### src/rtl/matmul_pkg.sv
// ---------------------------------------------------------------------------
// matmul_pkg
// Shared definitions for the sequential matrix multiplier:
//   state_t  - 3-bit controller state encoding
//   MODE_*   - job mode encodings (overwrite Z=A*B, accumulate Z=C+A*B)
//   idx_w()  - index width helper, max(1, clog2(x))
// ---------------------------------------------------------------------------
package matmul_pkg;

  typedef enum logic [2:0] {
    ST_IDLE  = 3'd0,
    ST_BIAS  = 3'd1,
    ST_RUN   = 3'd2,
    ST_DRAIN = 3'd3,
    ST_OUT   = 3'd4,
    ST_DONE  = 3'd5
  } state_t;

  localparam logic MODE_OVR = 1'b0;
  localparam logic MODE_ACC = 1'b1;

  // A dimension of 1 still needs a 1-bit index port.
  function automatic int idx_w(input int x);
    return (x <= 1) ? 1 : $clog2(x);
  endfunction

endpackage

### src/rtl/mac_unit.sv
// ---------------------------------------------------------------------------
// mac_unit
// Registered accumulator with a SIGNED-selectable DATA_W x DATA_W multiply.
// Ports:
//   clk, rst     - clock, synchronous active-high reset (acc -> 0)
//   i_clear      - acc <= 0
//   i_load       - acc <= i_load_val
//   i_acc_en     - acc <= acc + i_a*i_b
//   i_load_val   - ACC_W preload value (bias element)
//   i_a, i_b     - operands
//   o_sum        - acc + i_a*i_b (combinational, wraps modulo 2^ACC_W)
// Priority: clear > load > accumulate.
// ---------------------------------------------------------------------------
module mac_unit #(
  parameter int DATA_W = 16,
  parameter int ACC_W  = 2*DATA_W + 3,
  parameter int SIGNED = 1
) (
  input  logic              clk,
  input  logic              rst,
  input  logic              i_clear,
  input  logic              i_load,
  input  logic              i_acc_en,
  input  logic [ACC_W-1:0]  i_load_val,
  input  logic [DATA_W-1:0] i_a,
  input  logic [DATA_W-1:0] i_b,
  output logic [ACC_W-1:0]  o_sum
);

  logic [ACC_W-1:0]    r_acc;
  logic                w_sa;
  logic                w_sb;
  logic                w_psign;
  logic [2*DATA_W-1:0] w_a_ext;
  logic [2*DATA_W-1:0] w_b_ext;
  logic [2*DATA_W-1:0] w_prod;
  logic [ACC_W-1:0]    w_prod_ext;

  // Extending both operands to 2*DATA_W and keeping the low 2*DATA_W bits of
  // the product yields the exact signed or unsigned product either way.
  assign w_sa       = (SIGNED != 0) & i_a[DATA_W-1];
  assign w_sb       = (SIGNED != 0) & i_b[DATA_W-1];
  assign w_a_ext    = {{DATA_W{w_sa}}, i_a};
  assign w_b_ext    = {{DATA_W{w_sb}}, i_b};
  assign w_prod     = w_a_ext * w_b_ext;
  assign w_psign    = (SIGNED != 0) & w_prod[2*DATA_W-1];
  assign w_prod_ext = {{(ACC_W-2*DATA_W){w_psign}}, w_prod};
  assign o_sum      = r_acc + w_prod_ext;

  always_ff @(posedge clk) begin
    if (rst) begin
      r_acc <= '0;
    end else if (i_clear) begin
      r_acc <= '0;
    end else if (i_load) begin
      r_acc <= i_load_val;
    end else if (i_acc_en) begin
      r_acc <= o_sum;
    end
  end

endmodule

### src/rtl/seq_matmul_mac.sv
// ---------------------------------------------------------------------------
// seq_matmul_mac
// Sequential integer matrix multiplier: Z = A*B or Z = C + A*B, one MAC per
// cycle, operands from 1-cycle-latency synchronous-read ports, results
// streamed row-major.
// Ports:
//   clk, rst                 - clock, synchronous active-high reset
//   start, mode_acc          - job request (sampled in IDLE only), mode
//   busy, done               - not-IDLE flag, 1-cycle completion pulse
//   a_rd/a_row/a_col/a_in    - A read port (data the cycle after a_rd)
//   b_rd/b_row/b_col/b_in    - B read port
//   c_rd/c_row/c_col/c_in    - C (bias) read port
//   z_data/z_row/z_col       - result element and its position
//   z_valid/z_ready          - result handshake
//   dbg_state                - current controller state
// Handshake: an element transfers on a rising edge where z_valid and z_ready
// are both high. Once z_valid rises, z_data/z_row/z_col hold until that
// transfer; z_valid never depends on z_ready.
// ---------------------------------------------------------------------------
module seq_matmul_mac
  import matmul_pkg::*;
#(
  parameter int M      = 4,
  parameter int K      = 4,
  parameter int N      = 4,
  parameter int DATA_W = 16,
  parameter int ACC_W  = 2*DATA_W + $clog2(K) + 1,
  parameter int SIGNED = 1,
  localparam int MW    = idx_w(M),
  localparam int KW    = idx_w(K),
  localparam int NW    = idx_w(N)
) (
  input  logic              clk,
  input  logic              rst,
  input  logic              start,
  input  logic              mode_acc,
  output logic              busy,
  output logic              done,
  output logic              a_rd,
  output logic [MW-1:0]     a_row,
  output logic [KW-1:0]     a_col,
  input  logic [DATA_W-1:0] a_in,
  output logic              b_rd,
  output logic [KW-1:0]     b_row,
  output logic [NW-1:0]     b_col,
  input  logic [DATA_W-1:0] b_in,
  output logic              c_rd,
  output logic [MW-1:0]     c_row,
  output logic [NW-1:0]     c_col,
  input  logic [ACC_W-1:0]  c_in,
  output logic [ACC_W-1:0]  z_data,
  output logic [MW-1:0]     z_row,
  output logic [NW-1:0]     z_col,
  output logic              z_valid,
  input  logic              z_ready,
  output logic [2:0]        dbg_state
);

  localparam logic [MW-1:0] I_LAST = MW'(M-1);
  localparam logic [KW-1:0] K_LAST = KW'(K-1);
  localparam logic [NW-1:0] J_LAST = NW'(N-1);

  state_t           r_state;
  state_t           w_next;
  logic             r_mode;
  logic [MW-1:0]    r_i;
  logic [KW-1:0]    r_k;
  logic [NW-1:0]    r_j;
  logic [ACC_W-1:0] r_z_data;
  logic [ACC_W-1:0] w_sum;
  logic             w_k_first;
  logic             w_k_last;
  logic             w_j_last;
  logic             w_last_elem;
  logic             w_first_mac;
  logic             w_mac_load;
  logic             w_mac_clear;
  logic             w_mac_acc;

  assign w_k_first   = (r_k == '0);
  assign w_k_last    = (r_k == K_LAST);
  assign w_j_last    = (r_j == J_LAST);
  assign w_last_elem = (r_i == I_LAST) && w_j_last;

  // The k=0 RUN edge starts a fresh element: the bias (fetched in BIAS)
  // or zero. Later RUN edges and the DRAIN edge each add the product of
  // the operands issued one cycle earlier.
  assign w_first_mac = (r_state == ST_RUN) && w_k_first;
  assign w_mac_load  = w_first_mac && (r_mode == MODE_ACC);
  assign w_mac_clear = w_first_mac && (r_mode == MODE_OVR);
  assign w_mac_acc   = ((r_state == ST_RUN) && !w_k_first) || (r_state == ST_DRAIN);

  mac_unit #(
    .DATA_W (DATA_W),
    .ACC_W  (ACC_W),
    .SIGNED (SIGNED)
  ) u_mac (
    .clk        (clk),
    .rst        (rst),
    .i_clear    (w_mac_clear),
    .i_load     (w_mac_load),
    .i_acc_en   (w_mac_acc),
    .i_load_val (c_in),
    .i_a        (a_in),
    .i_b        (b_in),
    .o_sum      (w_sum)
  );

  // State register
  always_ff @(posedge clk) begin
    if (rst) begin
      r_state <= ST_IDLE;
    end else begin
      r_state <= w_next;
    end
  end

  // Next-state logic
  always_comb begin
    w_next = r_state;
    case (r_state)
      ST_IDLE:  if (start) w_next = (mode_acc == MODE_ACC) ? ST_BIAS : ST_RUN;
      ST_BIAS:  w_next = ST_RUN;
      ST_RUN:   if (w_k_last) w_next = ST_DRAIN;
      ST_DRAIN: w_next = ST_OUT;
      ST_OUT: begin
        if (z_ready) begin
          if (w_last_elem)              w_next = ST_DONE;
          else if (r_mode == MODE_ACC)  w_next = ST_BIAS;
          else                          w_next = ST_RUN;
        end
      end
      ST_DONE:  w_next = ST_IDLE;
      default:  w_next = ST_IDLE;
    endcase
  end

  // Counters, latched mode and result register
  always_ff @(posedge clk) begin
    if (rst) begin
      r_mode   <= MODE_OVR;
      r_i      <= '0;
      r_j      <= '0;
      r_k      <= '0;
      r_z_data <= '0;
    end else begin
      case (r_state)
        ST_IDLE: begin
          if (start) begin
            r_mode <= mode_acc;
            r_i    <= '0;
            r_j    <= '0;
            r_k    <= '0;
          end
        end
        ST_RUN:   r_k <= w_k_last ? '0 : r_k + KW'(1);
        // w_sum already includes the final product on this edge.
        ST_DRAIN: r_z_data <= w_sum;
        ST_OUT: begin
          if (z_ready && !w_last_elem) begin
            if (w_j_last) begin
              r_j <= '0;
              r_i <= r_i + MW'(1);
            end else begin
              r_j <= r_j + NW'(1);
            end
          end
        end
        default: ;
      endcase
    end
  end

  // Output decode
  always_comb begin
    busy    = (r_state != ST_IDLE);
    done    = (r_state == ST_DONE);
    a_rd    = (r_state == ST_RUN);
    b_rd    = (r_state == ST_RUN);
    c_rd    = (r_state == ST_BIAS);
    z_valid = (r_state == ST_OUT);
  end

  assign a_row     = r_i;
  assign a_col     = r_k;
  assign b_row     = r_k;
  assign b_col     = r_j;
  assign c_row     = r_i;
  assign c_col     = r_j;
  assign z_row     = r_i;
  assign z_col     = r_j;
  assign z_data    = r_z_data;
  assign dbg_state = r_state;

endmodule

### config.mk
export PLATFORM = sky130hd
export DESIGN_NAME = seq_matmul_mac
export DESIGN_NICKNAME = d
export VERILOG_FILES = /design/src/rtl/matmul_pkg.sv /design/src/rtl/mac_unit.sv /design/src/rtl/seq_matmul_mac.sv
export SDC_FILE = /design/constraint.sdc
export NUM_CORES = 1
export LEC_CHECK = 0
export ABC_AREA = 1
export BUFFER_PORTS_ARGS = -buffer_cell sky130_fd_sc_hd__buf_2
export CAP_MARGIN = 20
export CORE_MARGIN = 2
export CORE_UTILIZATION = 51
export CTS_BUF_LIST = sky130_fd_sc_hd__clkbuf_8
export DETAILED_ROUTE_END_ITERATION = 10
export GPL_TIMING_DRIVEN = 0
export PLACE_DENSITY = 0.7
export SETUP_SLACK_MARGIN = 0.2
export SYNTH_ARGS = -nofsm -noshare
export SYNTH_HDL_FRONTEND = slang
export SYNTH_HIERARCHICAL = 1
export SYNTH_SLANG_ARGS = --single-unit
### constraint.sdc
create_clock -name clk -period 9.65 [get_ports clk]
set_input_delay 1.93 -clock clk [delete_from_list [all_inputs] [get_ports clk]]
set_output_delay 1.93 -clock clk [all_outputs]
set_load 0.01 [all_outputs]
After elaboration in Yosys (flattened, before gate mapping). Index checks and enable logic that the tools add are counted.

Add/sub/neg operators: 4. Bitwise logic cells: 1. Reduce and logical (&&, ||, !) cells: 21. Equal/unequal tests: 13. Multipliers: 1. Muxes and demuxes: 18.

Operators by type and width (number): $mux W35 (2); $add A35 B35 Y35 (1); $mul A16 B16 Y32 (1); $mux W2 (8); $pmux W3 S5 (1); $mux W3 (4); $pmux W2 S2 (3); $ne A2 B1 Y1 const B (4); $add A2 B1 Y2 const B (3); $eq A2 B2 Y1 const B (3); $eq A3 B2 Y1 const B (2); $eq A3 B3 Y1 const B (2); $logic_and A1 B1 Y1 (6); $reduce_and A3 Y1 (2); $reduce_bool A2 Y1 (3); $reduce_and A2 Y1 (2); $reduce_and A4 Y1 (1); $eq A3 B1 Y1 const B (1); $logic_not A3 Y1 (1); $reduce_bool A3 Y1 (1); $logic_not A1 Y1 (2); $logic_not A2 Y1 (1); $ne A2 B2 Y1 const B (1); $reduce_or A2 Y1 (1); other kinds (2) (2).

Flip-flop bits (word level): 80. Input bits: 72. Output and inout port bits: 60.

Logic depth before layout (Yosys ltp).
Depth after elaboration: 6. Mapped depth: 41. Depth with buffers taken out: 39.

Modules after synthesis. Netlist, hierarchy kept.

Modules (own cells, without submodules): mac_unit (times used 1, cells each 1929, area each 14102.3 µm²); seq_matmul_mac (times used 1, cells each 257, area each 1931.9 µm²).

Worst setup path before layout. Ideal clock, no wire load.

Path type: input to register. Start: input port b_in[3]. End: register r_z_data[34] (netlist: z_data[34]). Data arrival time: 8506 ps. Path slack: 1031 ps. Cell stages on the path: 31. Library setup time: 113 ps. Path through: clkbuf_1 -> clkbuf_1 -> nand2_1 -> fa_1 -> inv_1 -> fa_1 -> fa_1 -> fa_1 -> fa_1 -> inv_1 -> fa_1 -> inv_1 -> ha_1 -> nand2_1 -> nor4_1 -> o21ai_0 -> nand3_1 -> nand2_1 -> nand3_1 -> xor2_1 -> ha_1 -> nand2_1 -> nor3_1 -> nand2_1 -> nor2_1 -> nand3_1 -> nand3_1 -> nand3_1 -> and2_1 -> o21ai_1 -> nor2_1.

Word-level cells in the longest chain between the ends: 2.

Ends and longest elaborated chain: start: declaration (RTL line seq_matmul_mac.sv:46) `input logic [DATA_W-1:0] b_in,`; $mul A16 B16 Y32 (RTL line mac_unit.sv:45) `assign w_prod = w_a_ext * w_b_ext;`; $add A35 B35 Y35 (RTL line mac_unit.sv:48) `assign o_sum = r_acc + w_prod_ext;`; via w_sum[34] (RTL line seq_matmul_mac.sv:70) `logic [ACC_W-1:0] w_sum;`; end signal: assignment (RTL line seq_matmul_mac.sv:158) `ST_DRAIN: r_z_data <= w_sum;`; end: declaration (RTL line seq_matmul_mac.sv:69) `logic [ACC_W-1:0] r_z_data;`.

The timed path passes the listed nets, and every way through them passes these cells. A chain may end at the register's enable or synchronous reset.

Final worst setup path.
Start: input port b_in[1]. End: register r_z_data[34] (netlist: z_data[34]).

Same word-level chain as after synthesis.

==> results.md <==
Global route:
- The largest net degree at the start of global routing is 17.
- The global routing usage summed across all routing layers is 28.09%.
- After global routing the overflow that remains totals 0.
- The number of antenna violations at the first check in global routing is 0.
- The wire length of the first global-routing pass is 73,350 um.
- The via count of the first global-routing pass is ~14,000.

Floorplan:
- The core area is slightly above 30,000 um^2.
- The count of standard-cell rows is 64.
- In this run the horizontal extent of the chip is 181.3 um.
- The starting utilization of the core area is 52.14%.
- The die covers 32,870 um^2.
- The I/O pin count is approximately 130.
- Measured along the y axis, the die boundary spans between 150 and 200 um.

Yosys:
- For this run, asynchronously set or reset flops after synthesis account for 0%.
- The post-synthesis sequential element count is 80.
- The Yosys step of the flow raised 6 warnings.
- The number of nets in the synthesized netlist is 2,644.
- The commonest register cell after synthesis is dfxtp_1.
- Synthesis instantiated 50 different standard cells from the library.
- The most frequent cell after synthesis is inv_1.
- The average cell area after synthesis is 7.335 um^2.
- Yosys mapped a number of flops with a built-in enable equal to 0.
- After synthesis the cells add up to roughly 16,000 um^2.
- The top cell type by area accounts for 32.84% of the synthesized area.
- The commonest cells after synthesis are inv_1 (530), nand2_1 (513), fa_1 (263).
- Yosys attributes the largest share of cell area to fa_1 (33%), inv_1 (12%), nand2_1 (12%), dfxtp_1 (10%), ha_1 (9.6%).
- The sequential area share after synthesis is 9.988%.
- The leading area contributor after synthesis is fa_1.
- The post-synthesis cell count is 2,186.

Hold path:
- The worst hold path cell count is 2.
- The class of the worst hold path is flop to flop.

Routing:
- The first-pass iteration count of the detailed router is 6.
- In the final routed layout, each cell accounts on average for 16.39 um.
- After detailed routing, the number of remaining DRC violations is 0.
- The routed via count divided by cell count is 5.152.
- The aggregate routed wire length is 44,340 um.
- The count of nets left with antenna violations once routing finished came out at 0.
- For this block, the initial DRC count from the detailed router was 843.
- The routed layout has 13,940 vias.

Worst setup path:
- The worst setup path is launched from an input port.
- The worst path arrival time is 9400 ps.
- Of all nets on the critical path, the largest fanout is 10.
- The cell count of the worst reg-to-reg path is 12.
- The endpoint type of the worst setup path is a flop.
- By startpoint and endpoint, the worst setup path is classified as input port to flop.
- For this run, the slowest stage of the critical path takes around 550 ps.
- The worst-path cell with the longest stage delay is fa_1.
- The required time at the worst-slack endpoint is 9950 ps.

Timing:
- The worst pin sits at a relative slew slack of 52.27%.
- The ratio of final minimum period to clock period is 94.31%.
- The worst path meets setup with ~550 ps of slack.
- After layout, the minimum clock period comes to 9101 ps.
- The actual slew at the worst max-slew pin is 716.0 ps.
- The setup skew after layout is 8.618 ps.
- The setup TNS after final layout is 0 ps.
- The achievable frequency is 109.9 MHz.
- The worst hold-check slack is 489.3 ps.
- The number of hold-slack violations in the final timing report is 0.
- The max-slew violation count came to 0.
- Setup repair after global routing left no endpoint under its margin.
- The number of failing setup endpoints in the final timing report is 0.

Flow run:
- The number of maximum-capacitance constraint violations is 0.

Clock network:
- TritonCTS built the clock tree.
- The number of sinks driven by the clock tree is 80.
- At the later pin of the worst-skew pair, clock insertion delay measures 370 ps.
- The clock passes through at most 2 buffers.
- The number of hold buffers added after CTS is 0.
- The clock tree synthesis step divided the H-tree into 3 levels.
- The TritonCTS buffer count is 9.
- The clock slew at the register clock pins of the worst setup and hold paths is 80 ps.
- The CTS root buffer is clkbuf_8.

Final layout:
- For this run, the post-layout net count is about 2,800.
- Cells with a size suffix above 1 make up 11.43% of the layout.
- From synthesis to final layout, the design area changed by 8.880%.
- Once layout is done, the placed cells without fillers occupy 17,460 um^2.
- 0 antenna diodes ended up in the layout.

Placement:
- Input and output buffers added on the ports amount to roughly 110.
- The standard cell area after detailed placement is 17,060 um^2.
- The final weighted congestion in routability-driven placement is 0.9433.
- The post-DP HPWL is 38,270 um.
- The setup slack at placement is -735.2 ps.

Outcome:
- The flow ran to the end, and the final reports show no timing, DRC or antenna violations.
[flip-flops by register name, summed over array words and instances, names as in the netlist]
name,cells
a_col,2
a_row,2
b_col,2
dbg_state,3
r_mode,1
u_mac/r_acc,35
z_data,35
[final timing paths]
kind / from / to / slack (ps)
max: b_in[1] / z_data[34] / 550
max reg2reg: u_mac/r_acc[0] / z_data[28] / 6930
min: z_data[7] / z_data[7] / 490
min reg2reg: z_data[7] / z_data[7] / 490
[metal layers]
layer | wire length, um | track usage (%)
met5 | 0 | 0
met4 | 1188 | 8.000
met3 | 3081 | 4.072
met2 | 20780 | 47.00
met1 | 19300 | 38.03
[what timing repair did]
action	4_1_cts	5_1_grt
pin swaps	0	2
endpoints found under the setup margin	22	24
buffers inserted	0	5
gates resized for setup	33	102
endpoints found under the hold margin	0	0
[worst max-delay path, delay by kind of cell]
family,cells,cell delay [ps]
compound gates,5,930
fa+ha+maj,8,3860
buf+inv,8,880
simple gates,15,1770
[cells in the final DEF, fill, tap and decap left out, drive strengths merged, types with 6 or more instances in the layout]
cell    instances
ha            123
buf           143
a22oi          20
o21ai          79
and2            8
clkbuf         67
o21bai          9
inv           543
a21o            8
a31oi          23
xnor2          13
nand2         522
or2             6
nor3           13
fa            263
dfxtp          80
nand3          65
a21oi          95
nor2          166
xor2           39
[cells by family after synthesis]
logic type / Yosys count / share of synthesized area (%)
DFF: 80 / 9.988
AOI/OAI and AO/OA: 242 / 8.888
and+or+nand+nor: 793 / 20.36
adders and majority gates: 386 / 42.43
buffers and inverters: 633 / 15.44
xor gates and xnor gates: 52 / 2.887
[through the flow]
stage / utilization [%] / cells
6_report: 56.77 / 2706
5_1_grt: 56.77 / 2706
4_1_cts: 56.23 / 2701
3_5_place_dp: 55.46 / 2687
3_3_place_gp: 55.46 / 2687
2_1_floorplan: - / 2186
[cell type report]
class | instances | area (um^2)
well taps | 396 | 495.5
clock inverters | 6 | 58.81
flip-flops and latches | 80 | 1602
fillers | 2992 | 13290
multi-input cells | 1473 | 12010
plain buffers | 91 | 568.0
repair buffers | 110 | 563.0
inverters | 540 | 2027
clock buffers | 10 | 137.6
Power is left out: the tool's default activity adds up to more than one toggle a clock period on the data nets, which glitch-free logic cannot reach.
